File: src/rtl/placar_truco.sv
// rtl/placar_truco.sv - truco game score keeper with mao de onze/ferro flags and games-won counters
//
// Purpose: accumulates per-hand points for teams A and B up to TARGET, declares the
// game winner, counts games won (saturating) and flags mao de onze / mao de ferro.
// Ports:
//   Clk, Clr_n        clock (rising edge), asynchronous active-low reset
//   S, V              hand points (non-zero = valid for one cycle), hand winner (0 = A, 1 = B)
//   NewGame           synchronous restart: zero both scores, enter PLAY, keep games counters
//   ScoreA, ScoreB    current game scores
//   HandAck           one-cycle pulse after an accepted hand result
//   MaoOnze/MaoOnzeTeam/MaoFerro  decoded from registered scores while in PLAY
//   GameOver, Winner  game decided and its winner
//   GamesA, GamesB    games won per team, saturating
module placar_truco #(
  parameter int TARGET = 12,
  parameter int GW     = 4
) (
  input  logic          Clk,
  input  logic          Clr_n,
  input  logic [3:0]    S,
  input  logic          V,
  input  logic          NewGame,
  output logic [4:0]    ScoreA,
  output logic [4:0]    ScoreB,
  output logic          HandAck,
  output logic          MaoOnze,
  output logic          MaoOnzeTeam,
  output logic          MaoFerro,
  output logic          GameOver,
  output logic          Winner,
  output logic [GW-1:0] GamesA,
  output logic [GW-1:0] GamesB
);

  typedef enum logic {PLAY = 1'b0, OVER = 1'b1} state_t;

  localparam logic [4:0]    TGT     = 5'(TARGET);
  localparam logic [4:0]    TGT_M1  = 5'(TARGET - 1);
  localparam logic [GW-1:0] GAMES_MAX = {GW{1'b1}};

  state_t        state, state_nx;
  logic [4:0]    score_a, score_b, score_a_nx, score_b_nx;
  logic          ack, ack_nx;
  logic          winner, winner_nx;
  logic [GW-1:0] games_a, games_b, games_a_nx, games_b_nx;

  logic [4:0]    base;
  logic [5:0]    sum;
  logic [4:0]    sat;
  logic          a_m1, b_m1;

  // Sum at 6 bits so 31 + 15 cannot wrap before saturation.
  always_comb begin
    base = V ? score_b : score_a;
    sum  = {1'b0, base} + {2'b00, S};
    sat  = (sum >= {1'b0, TGT}) ? TGT : sum[4:0];
  end

  always_comb begin
    state_nx   = state;
    score_a_nx = score_a;
    score_b_nx = score_b;
    ack_nx     = 1'b0;
    winner_nx  = winner;
    games_a_nx = games_a;
    games_b_nx = games_b;
    if (NewGame) begin
      // NewGame has priority over a hand arriving on the same edge.
      state_nx   = PLAY;
      score_a_nx = 5'd0;
      score_b_nx = 5'd0;
      winner_nx  = 1'b0;
    end else if (state == PLAY && S != 4'd0) begin
      ack_nx = 1'b1;
      if (V) score_b_nx = sat;
      else   score_a_nx = sat;
      if (sat == TGT) begin
        state_nx  = OVER;
        winner_nx = V;
        if (V) begin
          if (games_b != GAMES_MAX) games_b_nx = games_b + 1'b1;
        end else begin
          if (games_a != GAMES_MAX) games_a_nx = games_a + 1'b1;
        end
      end
    end
  end

  always_ff @(posedge Clk or negedge Clr_n) begin
    if (!Clr_n) begin
      state   <= PLAY;
      score_a <= 5'd0;
      score_b <= 5'd0;
      ack     <= 1'b0;
      winner  <= 1'b0;
      games_a <= '0;
      games_b <= '0;
    end else begin
      state   <= state_nx;
      score_a <= score_a_nx;
      score_b <= score_b_nx;
      ack     <= ack_nx;
      winner  <= winner_nx;
      games_a <= games_a_nx;
      games_b <= games_b_nx;
    end
  end

  always_comb begin
    a_m1        = (score_a == TGT_M1);
    b_m1        = (score_b == TGT_M1);
    ScoreA      = score_a;
    ScoreB      = score_b;
    HandAck     = ack;
    GameOver    = (state == OVER);
    Winner      = (state == OVER) & winner;
    GamesA      = games_a;
    GamesB      = games_b;
    MaoOnze     = (state == PLAY) & (a_m1 ^ b_m1);
    MaoOnzeTeam = (state == PLAY) & (a_m1 ^ b_m1) & b_m1;
    MaoFerro    = (state == PLAY) & a_m1 & b_m1;
  end

endmodule

File: config.mk
export PLATFORM = sky130hd
export DESIGN_NAME = placar_truco
export DESIGN_NICKNAME = d
export VERILOG_FILES = /design/src/rtl/placar_truco.sv
export SDC_FILE = /design/constraint.sdc
export NUM_CORES = 1
export LEC_CHECK = 0
export ABC_CLOCK_PERIOD_IN_PS = 2400
export CORE_ASPECT_RATIO = 0.7
export CORE_MARGIN = 10
export CORE_UTILIZATION = 44
export CTS_BUF_LIST = sky130_fd_sc_hd__clkbuf_8 sky130_fd_sc_hd__clkbuf_16
export DETAILED_ROUTE_END_ITERATION = 8
export PLACE_DENSITY = 0.84
export RECOVER_POWER = 100
export SYNTH_ARGS = -nofsm -noshare
export SYNTH_HDL_FRONTEND = slang
export SYNTH_SLANG_ARGS = --single-unit
export TNS_END_PERCENT = 30
File: constraint.sdc
create_clock -name Clk -period 2.4 [get_ports Clk]
set_input_delay 0.24 -clock Clk [delete_from_list [all_inputs] [get_ports Clk]]
set_output_delay 0.24 -clock Clk [all_outputs]
set_load 0.03 [all_outputs]
==> summary.txt <==
Pwr
  • Clock power frac: a little under a tenth
  • Final Power: ~0.0024 W
  • P_int: 0.00134 W
  • Switching power: 0.00106 W
  • Leakage Power: ~0.96 nW
  • Power Density: around 1200 mW/mm²
  • Gate power share: between 60% and 70%
  • Sequential share of power: 25.7%
  • Max VDD drop: approximately 510 µV
  • Switching Share: around 44%

Place
  • Placed Instance Area: 0.00184 mm²
  • Routability cong.: about 0.89
  • Setup WS pre-CTS: -0.790 ns
  • Placed insts: about 220
  • PortBufs: 31
  • Post-DP HPWL: around 3000 µm

Logic synthesis
  • Cell Area, Synth: approximately 0.0013 mm²
  • Synthesized Nets: between 100 and 150
  • FF+latch count, synth: 21
  • Post-synth EDFFs: 0
  • YS warnings: 0
  • Async SR Flop Fraction: 100%
  • Sequential area share after synthesis: 41.2%
  • Syn Inst Count: between 100 and 150
  • Synth Area per Inst: 10.3 µm²
  • Netlist cell types: 39
  • Top FF cell, synth: dfrtp_1

Global routing
  • Number of global-route vias before repair: approximately 1,200
  • Largest net degree at the start of global routing: 22
  • First-pass GRT wire length: approximately 6100 µm
  • Met2 usage: between 20% and 30%
  • GRT Total Usage: 13.5%
  • Total congestion overflow: 0
  • Busiest grt layer: met2
  • Initial antenna violation count: 0
  • GR Util met1: between 15 and 20%
  • Met3 usage: 4.74%

STA
  • Fin. max-slew vios: 0
  • Clk_skew: about 0.0053 ns
  • Final setup viols: 13
  • Max-slew headroom: 24.3%
  • Worst slew pin tran: approximately 1.1 ns
  • RSZ-0062 raised after global routing: true
  • FMAX: around 370 MHz
  • Final WS setup: -0.276 ns
  • Final Critical Period: between 2 and 3 ns
  • Endpoints failing hold: 0
  • Final Cycle Share: 112%

Critical path
  • Setup crit end kind: flop
  • Crit path max fanout: 6
  • Crit start category: flop
  • CP peak stage delay: 0.42 ns
  • CP cell instances: mux2i_2 > inv_1 > ha_4 > a21o_4 > nor4b_4 > o31ai_1 > o31a_1 > buf_4 > nand4_1 > mux2_4
  • Worst path slowest cell: dfrtp_2
  • CP Data Arrival Time: ~2.8 ns
  • CP Buf/Inv Count: 2
  • CP required: approximately 2.5 ns
  • CP delay by family, top: compound AO/OA/AOI/OAI gates
  • Type of the worst setup path: reg -> reg

Final layout
  • Fill count: approximately 180
  • Util after Layout: about three quarters
  • Layout cells sized above 1: a little over a third
  • P&R area growth vs syn: 59.8%
  • Fin cells: about 220
  • Final #Nets: between 200 and 250
  • Design Area, Final: slightly above 0.002 mm²
  • Diode count: 0

Routing
  • Vias: between 1,000 and 1,500
  • DRT Pass-1 Iters: 4
  • DRC: 0
  • DR WL/cell: about 18 µm
  • Via/cell ratio: roughly 5.5
  • ANT nets after route: 0
  • Initial DRC Count: 57
  • Final wirelength: approximately 4000 µm

Hold path
  • Worst Hold Class: reg -> reg

Clock tree
  • H-Tree Level Count: 1
  • Worst skew pair latency: ~0.26 ns
  • Clock buffer depth: 2
  • Clock Pin Slew Worst Setup and Hold Paths: roughly 0.070 ns
  • CTS tree: yes
  • Clock root buffer: clkbuf_8
  • Num CTS Buffers: 3
  • Clock Sinks: 21

Floorplanning
  • Die W: approximately 84 µm
  • Core ar.: 0.00278 mm²
  • Die Y: 65.0 µm
  • DIE AREA: 0.00549 mm²
  • I/O pin count: 32
  • Num rows: 16
  • Initial core utilization: between 40% and 50%

Job
  • Max Cap Viol: 0

Status
  • Failing checks: setup timing
  • Status: complete, but fails checks
repair_timing:
action,CTS,global route
gates resized for setup,9,24
setup buffers,1,3
pin swaps,4,6
setup endpoints to repair,19,17
hold buffers,0,0
routing by layer:
| metal | vias up | wire length, µm |
|---|---|---|
| met2 | 31 | 1910 |
| met3 | 8 | 213 |
| met5 | - | 0 |
| met1 | 596 | 1840 |
| met4 | 0 | 68 |
| li1 | 587 | - |
cell usage after synthesis (2+ instances only):
cell / n / area share (%)
nand4_1: 2 / 0.98
clkbuf_1: 3 / 0.88
and2_1: 5 / 2.5
xnor2_1: 4 / 2.7
nand2b_1: 4 / 2.0
a311oi_1: 2 / 1.4
nor4bb_1: 2 / 1.6
o31ai_1: 3 / 1.8
inv_1: 6 / 1.8
nor2_1: 9 / 2.6
and3_1: 2 / 0.98
mux2_2: 7 / 6.2
nand3_1: 3 / 1.2
mux2i_1: 4 / 3.1
a21oi_1: 6 / 2.4
nor3_1: 5 / 2.0
o41ai_2: 2 / 2.6
dfrtp_1: 21 / 41
ha_1: 6 / 5.9
nand2_1: 9 / 2.6
cell type report:
class | count | area [µm²] | area share, %
clock buffer | 3 | 41.3 | 2.03
clock inverter | 1 | 3.75 | 0.184
inverter | 6 | 22.5 | 1.11
multi-input combinational | 93 | 841 | 41.3
sequential | 21 | 531 | 26.0
tap | 36 | 45.0 | 2.21
timing repair buffer | 63 | 553 | 27.1
power groups by stage:
stage	sequential (W)	clock [W]	combinational (W)
finish	0.000616	0.000222	0.00156
detailed placement	0.000616	0	0.00137
global route	0.000638	0.000243	0.00165
global placement	0.000603	0	0.00134
floorplan	0.000837	0	0.000537
CTS	0.000611	0.000228	0.00141
cells by family after synthesis:
group | after synthesis | synth area share [%]
muxes | 12 | 10.5
xor gates and xnor gates | 5 | 3.43
adders and majority gates | 7 | 7.46
buffers and inverters | 10 | 3.24
AOI/OAI and AO/OA | 22 | 14.0
and+or+nand+nor | 47 | 20.1
DFF | 21 | 41.2
flip-flops by register name, indices dropped and copies added, names as in the netlist:
name	count
GameOver	1
GamesA	4
GamesB	4
HandAck	1
ScoreA	5
ScoreB	5
winner	1
worst paths after layout:
check	to	depth (start not counted)	slack (ns)	startpoint
setup / recovery	GamesB[2]$_DFFE_PN0P_	10	-0.28	ScoreB[1]$_DFFE_PN0P_
max in group asynchronous	ScoreB[1]$_DFFE_PN0P_	2	0.92	Clr_n
min in group asynchronous	ScoreA[3]$_DFFE_PN0P_	2	0.72	Clr_n
hold / removal	GamesA[3]$_DFFE_PN0P_	1	0.50	GamesA[3]$_DFFE_PN0P_
setup reg to reg	GamesB[2]$_DFFE_PN0P_	10	-0.28	ScoreB[1]$_DFFE_PN0P_
hold reg to reg	GamesA[3]$_DFFE_PN0P_	1	0.50	GamesA[3]$_DFFE_PN0P_
worst reg2reg max path, cell delays in order, from the launching register on:
cell and delay [ns]:
dfrtp_2 0.42, mux2i_2 0.22, inv_1 0.11, ha_4 0.22, a21o_4 0.23, nor4b_4 0.13, o31ai_1 0.26, o31a_1 0.34
buf_4 0.18, nand4_1 0.10, mux2_4 0.34
metrics by stage:
step	setup TNS, ns	hold WS, ns
after floorplan	-0.369	-0.0556
final	-1.87	0.499
after CTS	-0.978	0.339
after global placement	-8.55	0.483
after global routing	-3.30	0.506
after detailed placement	-9.98	0.495
placed cells by master (no fill, tap or decap), types with 2 or more instances in the layout:
cell type and instances:
inv_2 2, nor4bb_1 2, dlygate4sd2_1 3, xnor2_1 3, and3_1 2, a311oi_1 2
inv_1 5, mux2i_1 3, o31ai_1 3, buf_6 4, a21oi_1 4, nand2b_1 4
ha_1 3, clkdlybuf4s50_1 5, buf_4 27, mux2_2 3, nor3_1 5, nand3_1 2
dlygate4sd3_1 22, dfrtp_1 17, nand2_1 7, clkbuf_8 3, mux2_4 5, nor2_1 9
and2_1 4, a21oi_2 2, ha_4 2, dfrtp_2 4, nand4_1 2
Note: power is estimated with default switching activity, not from simulation.
